`src/rtl/fifo_wr_arbiter.sv`:
```
// Round-robin, burst-limited arbiter sharing the async FIFO write port among
// N_REQ write-domain requesters; stalls on the FIFO's registered full flag.
module fifo_wr_arbiter #(
   parameter int N_REQ     = 4,
   parameter int D_WIDTH   = 8,
   parameter int BURST_MAX = 4
) (
   input  logic                       wclk,
   input  logic                       wrstn,
   input  logic [N_REQ-1:0]           req,
   input  logic [N_REQ*D_WIDTH-1:0]   wdata_in,
   input  logic                       full,
   output logic [N_REQ-1:0]           gnt,
   output logic [N_REQ-1:0]           ack,
   output logic                       wen,
   output logic [D_WIDTH-1:0]         wdata,
   output logic [$clog2(N_REQ)-1:0]   owner,
   output logic                       busy
);

   localparam int OW = $clog2(N_REQ);
   localparam int BW = $clog2(BURST_MAX + 1);

   typedef enum logic {IDLE, GRANT} state_t;

   state_t            state_q, state_d;
   logic [N_REQ-1:0]  gnt_q, gnt_d;
   logic [OW-1:0]     owner_q, owner_d;
   logic [BW-1:0]     beat_cnt_q, beat_cnt_d;
   logic [OW-1:0]     rr_ptr_q, rr_ptr_d;

   logic              found;
   logic [OW-1:0]     pick;
   logic [OW-1:0]     owner_inc;
   logic              ack_own;
   logic              last_beat;

   // Upward scan from rr_ptr with wrap; works for non-power-of-2 N_REQ.
   always_comb begin : pick_scan
      int idx;
      idx   = 0;
      found = 1'b0;
      pick  = '0;
      for (int k = 0; k < N_REQ; k++) begin
         idx = int'(rr_ptr_q) + k;
         if (idx >= N_REQ) idx = idx - N_REQ;
         if (!found && req[idx]) begin
            found = 1'b1;
            pick  = OW'(idx);
         end
      end
   end

   assign ack       = gnt_q & req & {N_REQ{~full}};
   assign wen       = |ack;
   assign gnt       = gnt_q;
   assign owner     = owner_q;
   assign busy      = (state_q == GRANT);
   assign wdata     = busy ? wdata_in[owner_q*D_WIDTH +: D_WIDTH] : '0;
   assign ack_own   = ack[owner_q];
   assign last_beat = (beat_cnt_q == BW'(BURST_MAX - 1));
   assign owner_inc = (owner_q == OW'(N_REQ - 1)) ? '0 : owner_q + 1'b1;

   always_comb begin
      state_d    = state_q;
      gnt_d      = gnt_q;
      owner_d    = owner_q;
      beat_cnt_d = beat_cnt_q;
      rr_ptr_d   = rr_ptr_q;
      case (state_q)
         IDLE: begin
            gnt_d = '0;
            if (found) begin
               state_d    = GRANT;
               gnt_d      = {{(N_REQ-1){1'b0}}, 1'b1} << pick;
               owner_d    = pick;
               beat_cnt_d = '0;
            end
         end
         GRANT: begin
            if (ack_own) beat_cnt_d = beat_cnt_q + 1'b1;
            // Release forces the single bubble cycle before the next arbitration.
            if ((ack_own && last_beat) || !req[owner_q]) begin
               state_d    = IDLE;
               gnt_d      = '0;
               beat_cnt_d = '0;
               rr_ptr_d   = owner_inc;
            end
         end
         default: begin
            state_d = IDLE;
            gnt_d   = '0;
         end
      endcase
   end

   always_ff @(posedge wclk or negedge wrstn) begin
      if (!wrstn) begin
         state_q    <= IDLE;
         gnt_q      <= '0;
         owner_q    <= '0;
         beat_cnt_q <= '0;
         rr_ptr_q   <= '0;
      end else begin
         state_q    <= state_d;
         gnt_q      <= gnt_d;
         owner_q    <= owner_d;
         beat_cnt_q <= beat_cnt_d;
         rr_ptr_q   <= rr_ptr_d;
      end
   end

endmodule
```
`config.mk`:
```
export PLATFORM = sky130hd
export DESIGN_NAME = fifo_wr_arbiter
export DESIGN_NICKNAME = d
export VERILOG_FILES = /design/src/rtl/fifo_wr_arbiter.sv
export SDC_FILE = /design/constraint.sdc
export NUM_CORES = 1
export LEC_CHECK = 0
export CORE_MARGIN = 1
export CORE_UTILIZATION = 39
export DETAILED_ROUTE_END_ITERATION = 10
export PLACE_DENSITY = 0.81
export RECOVER_POWER = 25
export SETUP_SLACK_MARGIN = 0.15
export SYNTH_ARGS = -nofsm -noshare
export SYNTH_HDL_FRONTEND = slang
export SYNTH_SLANG_ARGS = --single-unit
export TNS_END_PERCENT = 10
```
`constraint.sdc`:
```
create_clock -name wclk -period 2.1 [get_ports wclk]
set_clock_uncertainty 0.05 [all_clocks]
set_input_delay 0.42 -clock wclk [delete_from_list [all_inputs] [get_ports wclk]]
set_output_delay 0.42 -clock wclk [all_outputs]
set_load 0.02 [all_outputs]
```
=== Word level (Yosys, flattened, before mapping) ===
Cells that the tools add are included.

* Bits in registers: 12
* Input port bits: 39
* Logic and storage cells: 87

* Add/subtract/negate cells: 9
* Magnitude comparators: 9
* Eq/ne operators: 5
* Shift-type cells: 2
* Multiplexer cells: 40
* Bitwise operators: 4
* Reductions and logical operators: 13

{| class="wikitable"
|+ Operators with widths
! kind !! number
|-
| less-than comparator 32 x 4 -> 1 bit, second input constant || 4
|-
| 2-to-1 mux 32 bit || 4
|-
| variable part select 32 x 6 -> 8 bit || 1
|-
| 2-to-1 mux 1 bit || 16
|-
| binary-select mux 1 bit (select 2 bit) || 6
|-
| subtractor 3 x 3 -> 4 bit, second input constant || 3
|-
| 2-to-1 mux 2 bit || 5
|-
| greater-or-equal comparator 3 bit, second input constant || 3
|-
| 2-to-1 mux 3 bit || 3
|-
| AND 4 bit || 2
|-
| 2-to-1 mux 4 bit || 2
|-
| 2-to-1 mux 8 bit || 1
|-
| case mux 4 bit (2 select lines) || 1
|-
| adder 2 x 2 -> 3 bit, second input constant || 2
|-
| case mux 3 bit (2 select lines) || 1
|-
| AND reduction 2 bit || 3
|-
| logical AND 1 bit || 4
|-
| zero test 1 bit || 4
|-
| OR reduction 4 bit || 1
|-
| << shifter 1 x 2 -> 4 bit, first input constant || 1
|-
| subtractor 2 x 3 -> 4 bit, second input constant || 1
|-
| adder 2 x 1 -> 3 bit, second input constant || 1
|-
| adder 3 x 1 -> 3 bit, second input constant || 1
|-
| equality test 3 x 2 -> 1 bit, second input constant || 1
|-
| other kinds (10) || 11
|}

=== Depth between registers and ports, before layout ===
Gate-level depths: netlist of the first run.

* Depth after elaboration: 18
* Mapped depth: 7

=== Worst setup path after synthesis of the first run ===
Ideal clock, no wire load.

* Kind: register to output
* From: reg owner_q[0], in the netlist owner[0]
* To: out wdata[1]
* Arrival: 1.661 ns
* Path slack: -0.031 ns
* Stages on the path, launching flop included: 5
* Path buffers: 2
* Path through: dfrtp_1 buf_4 buf_2 mux4_1 and2_1

* Longest elaborated chain between the ends: 2

{| class="wikitable"
|+ Ends and longest elaborated chain
! item !! line !! text
|-
| start, declared || 28 || <nowiki>logic [OW-1:0] owner_q, owner_d;</nowiki>
|-
| start signal, assigned || 107 || <nowiki>owner_q <= owner_d;</nowiki>
|-
| variable part select 32 x 6 -> 8 bit || 59 || <nowiki>assign wdata = busy ? wdata_in[owner_q*D_WIDTH +: D_WIDTH] : '0;</nowiki>
|-
| 2-to-1 mux 8 bit || 59 ||
|-
| end, declared || 16 || <nowiki>output logic [D_WIDTH-1:0] wdata,</nowiki>
|}

No other way between the ends.

=== Worst setup path after layout of the first run ===
Same ends and word-level chain as after synthesis.

==> results of run 1 <==
-- cell families (layout without fill, tap and decap cells) --
family	Yosys count	count (layout)	synth area share
adder cells (fa/ha/maj)	3	3	0.03473
buffers and inverters	9	96	0.05323
multiplexers	13	13	0.2477
flip-flops	12	12	0.2778
AO/OA/AOI/OAI	20	20	0.1609
AND/OR/NAND/NOR	41	41	0.2257
-- placed cells by master, fill, tap and decap left out, drive strengths merged, types with 2 or more instances in the layout --
cell type      netlist  final
a21o                 2      2
and2                 8      8
buf                  4     40
clkbuf               1      4
clkdlybuf4s50        0     36
dfrtp               12     12
dlygate4sd2          0      8
dlymetal6s2s         0      3
ha                   3      3
inv                  4      4
mux2                 3      3
mux2i                2      2
mux4                 8      8
nand2                7      7
nand2b               3      3
nand4                2      2
nand4b               3      3
nor2                 7      7
nor2b                2      2
nor4                 2      2
o21ai                2      2
o2bb2ai              4      4
o31ai                3      3
-- worst reg2reg max path, delay by kind of cell, from the launching register on --
kind	cells	cell delay (ns)
and+or+nand+nor	3	0.72
DFF	1	0.42
buffers and inverters	6	0.69
AOI/OAI and AO/OA	1	0.15
-- layer usage --
| metal | track usage | wire length (um) |
|---|---|---|
| met1 | 0.3009 | 1479 |
| met2 | 0.4739 | 2188 |
| met3 | 0.02500 | 223 |
| met4 | 0.1239 | 284 |
| met5 | 0 | 0 |
-- metrics by stage --
step / cell area (um2) / instances / TNS [ns] / setup WS (ns) / hold slack (ns)
finish: 1988 / 215 / -0.1690 / -0.04275 / 0.4810
global route: 1988 / 215 / -0.6768 / -0.09110 / 0.4934
CTS: 1859 / 211 / -0.2304 / -0.05248 / 0.4452
detailed placement: 1809 / 201 / -5.090 / -0.4909 / 0.4269
global placement: 1809 / 201 / -4.372 / -0.4508 / 0.4285
floorplan: 1094 / 98 / 0 / 0.1531 / 0.07441
-- registers in the layout, indices dropped and copies added (netlist names) --
name and flops:
rr_ptr_q 2, owner 2, busy 1, gnt 4, beat_cnt_q 3
-- cell usage after synthesis, drive strengths merged --
cell	count
nand2b	3
nor4	2
dfrtp	12
o21ba	1
or2	1
ha	3
and3	1
mux4	8
mux2i	2
a21o	2
nand4	2
nand2	7
o2bb2ai	4
a32o	1
and2	8
nor3	1
nand4b	3
nand3	1
a21oi	1
or4	1
a221oi	1
a311oi	1
o211ai	1
a22o	1
nor2	7
o31ai	3
inv	4
buf	4
o221ai	1
o21a	1
or3	1
clkbuf	1
mux2	3
nor3b	1
nor2b	2
o21ai	2
-- power groups by stage --
stage	registers, mW	logic [mW]	clock network, mW
after floorplan	0.480	0.890	0
after global placement	0.483	1.46	0
after detailed placement	0.493	1.49	0
after CTS	0.450	1.62	0.152
after global routing	0.478	2.01	0.171
final	0.462	1.90	0.159
-- what timing repair did --
action                     CTS  global route
gates resized for setup     64            30
setup endpoints to repair   24            23
setup buffers                6             4
pin swaps                    4             7
-- final timing paths --
| check | from | endpoint | slack [ns] |
|---|---|---|---|
| worst max-delay path | owner[0]$_DFFE_PN0P_ | wdata[1] | -0.04 |
| worst min-delay path | beat_cnt_q[2]$_DFFE_PN0P_ | beat_cnt_q[2]$_DFFE_PN0P_ | 0.48 |
| worst max register to register | owner[0]$_DFFE_PN0P_ | beat_cnt_q[2]$_DFFE_PN0P_ | -0.01 |
| worst min register to register | beat_cnt_q[2]$_DFFE_PN0P_ | beat_cnt_q[2]$_DFFE_PN0P_ | 0.48 |
| max in group asynchronous | wrstn | owner[1]$_DFFE_PN0P_ | 1.09 |
| min in group asynchronous | wrstn | beat_cnt_q[2]$_DFFE_PN0P_ | 0.50 |
-- layout make-up --
| type | instances | share of cell area |
|---|---|---|
| sequential | 12 | 0.1529 |
| clock buffer | 4 | 0.01322 |
| tap | 30 | 0.01888 |
| timing repair buffer | 88 | 0.4166 |
| inverter | 4 | 0.007552 |
| multi-input combinational | 77 | 0.3908 |
==> results.md, run 1 <==
- Status: complete, but fails checks
- Failing checks: negative setup slack
- Max rail drop VDD: 1.021 mV
- Combinational share of power: 0.754
- Final setup margin: -0.04275 ns
- WHS Path Cells: 1
- Post-Syn Instances: 98
- Clock Latency Late Sink: 0.29 ns
- Final wirelength: 4176 um
- Final setup vio count: 7
- DIE AREA: 2987 um2
- Die width: 54.65 um
- Vias in the first global route: 1173
- P_sw: 1.066 mW
- Tightest Pin Transition: 0.5517 ns
- CP max FO: 5
- DR iter-0 viols: 32
- Crit. End Element: primary output
- Ports: 59
- Switch share: 0.4230
- CTS tree: yes
- Hold Path Class: reg2reg
- CP max stage delay: 0.52 ns
- GPL Wtd Cong: 0.7740
- Cell taking the most area after synthesis: dfrtp_1
- Netlist cell types: 43
- Post-synthesis average cell area: 11.03 um2
- CP delay by family, top: multiplexers
- Synth warn: 0
- Area fraction of the dominant cell type after synthesis: 0.2778
- CTS Buf Count: 3
- DIE HEIGHT: 54.65 um
- DRC: 0
- Antenna Violating Nets Remaining: 0
- Area Growth Syn to Fin: 83.91%
- CP Depth: 4
- Fill count: 160
- Core area: 2545 um2
- Pre-antenna DRT Iters: 4
- Post-Syn Area: 1081 um2
- Clock buffer depth: 2
- I/O Buffers: 58
- CP Launch Type: register
- Critical path class: reg2out
- Max_slew headroom: 0.6310
- Slowest-stage cell, CP: mux4_2
- Tcrit/Tclk final: 1.020
- CP arrival: 1.67 ns
- Register Area: 304.0 um2
- Multi-input combinational cell area: 777.0 um2
- Initial antenna violation count: 0
- Leakage power: 0.8894 nW
- Buf/Inv on CP: 2
- Critical path required time: 1.63 ns
- Share of cells above drive strength 1: 0.4108
- Cell chain of the critical path: buf_6, mux4_2, and2_4, buf_4
- Sequential fraction of the synthesis area: 0.2778
- Clock Sinks: 12
- Post-layout total power: 2.520 mW
- Clock Power Share: 0.063
- Cell Pwr Density: 1267 nW/um2
- Mapped Nets: 140
- Clock slew at reported path FFs: 0.08 ns
- Drt wl/cell: 19.42 um
- Dpl hpwl: 2575 um
- Overflow after GRT: 0
- Initial core utilization: 0.4248
- Largest net degree at the start of global routing: 15
- N_diodes: 0
- First-pass GRT wire length: 5333 um
- Unrepaired setup endpoints after global routing: yes
- Main area contributors after synthesis: dfrtp_1, mux4_1, and2_1, mux4_2, ha_1
- Seq cells post-synth: 12
- F_max: 466.7 MHz
- Sequential share of power: 0.184
- H-Tree Level Count: 1
- Root buffer cell: clkbuf_4
- Slew Limit Fails: 0
- Fin. Hold Viols: 0
- Row count: 18
- Via count: 1250
- Path depth of the worst reg2reg path: 10
- Final core utilization: 0.7812
- CTS Hold Bufs: 0
- Post-DR vias/cell: 5.814
- Post-route minimum period: 2.143 ns
- Max-cap violations: 0
- Overall Global Routing Usage: 0.2609
- Nets@finish: 228
- P_int: 1.454 mW
No activity file was read; power rests on OpenSTA's default activity.
==> run 2, diff against run 1 <==
CAP_MARGIN = 20   (was not set)
==> results of run 2 <==
No change in the layout: final DEF, timing and power equal those of run 1.
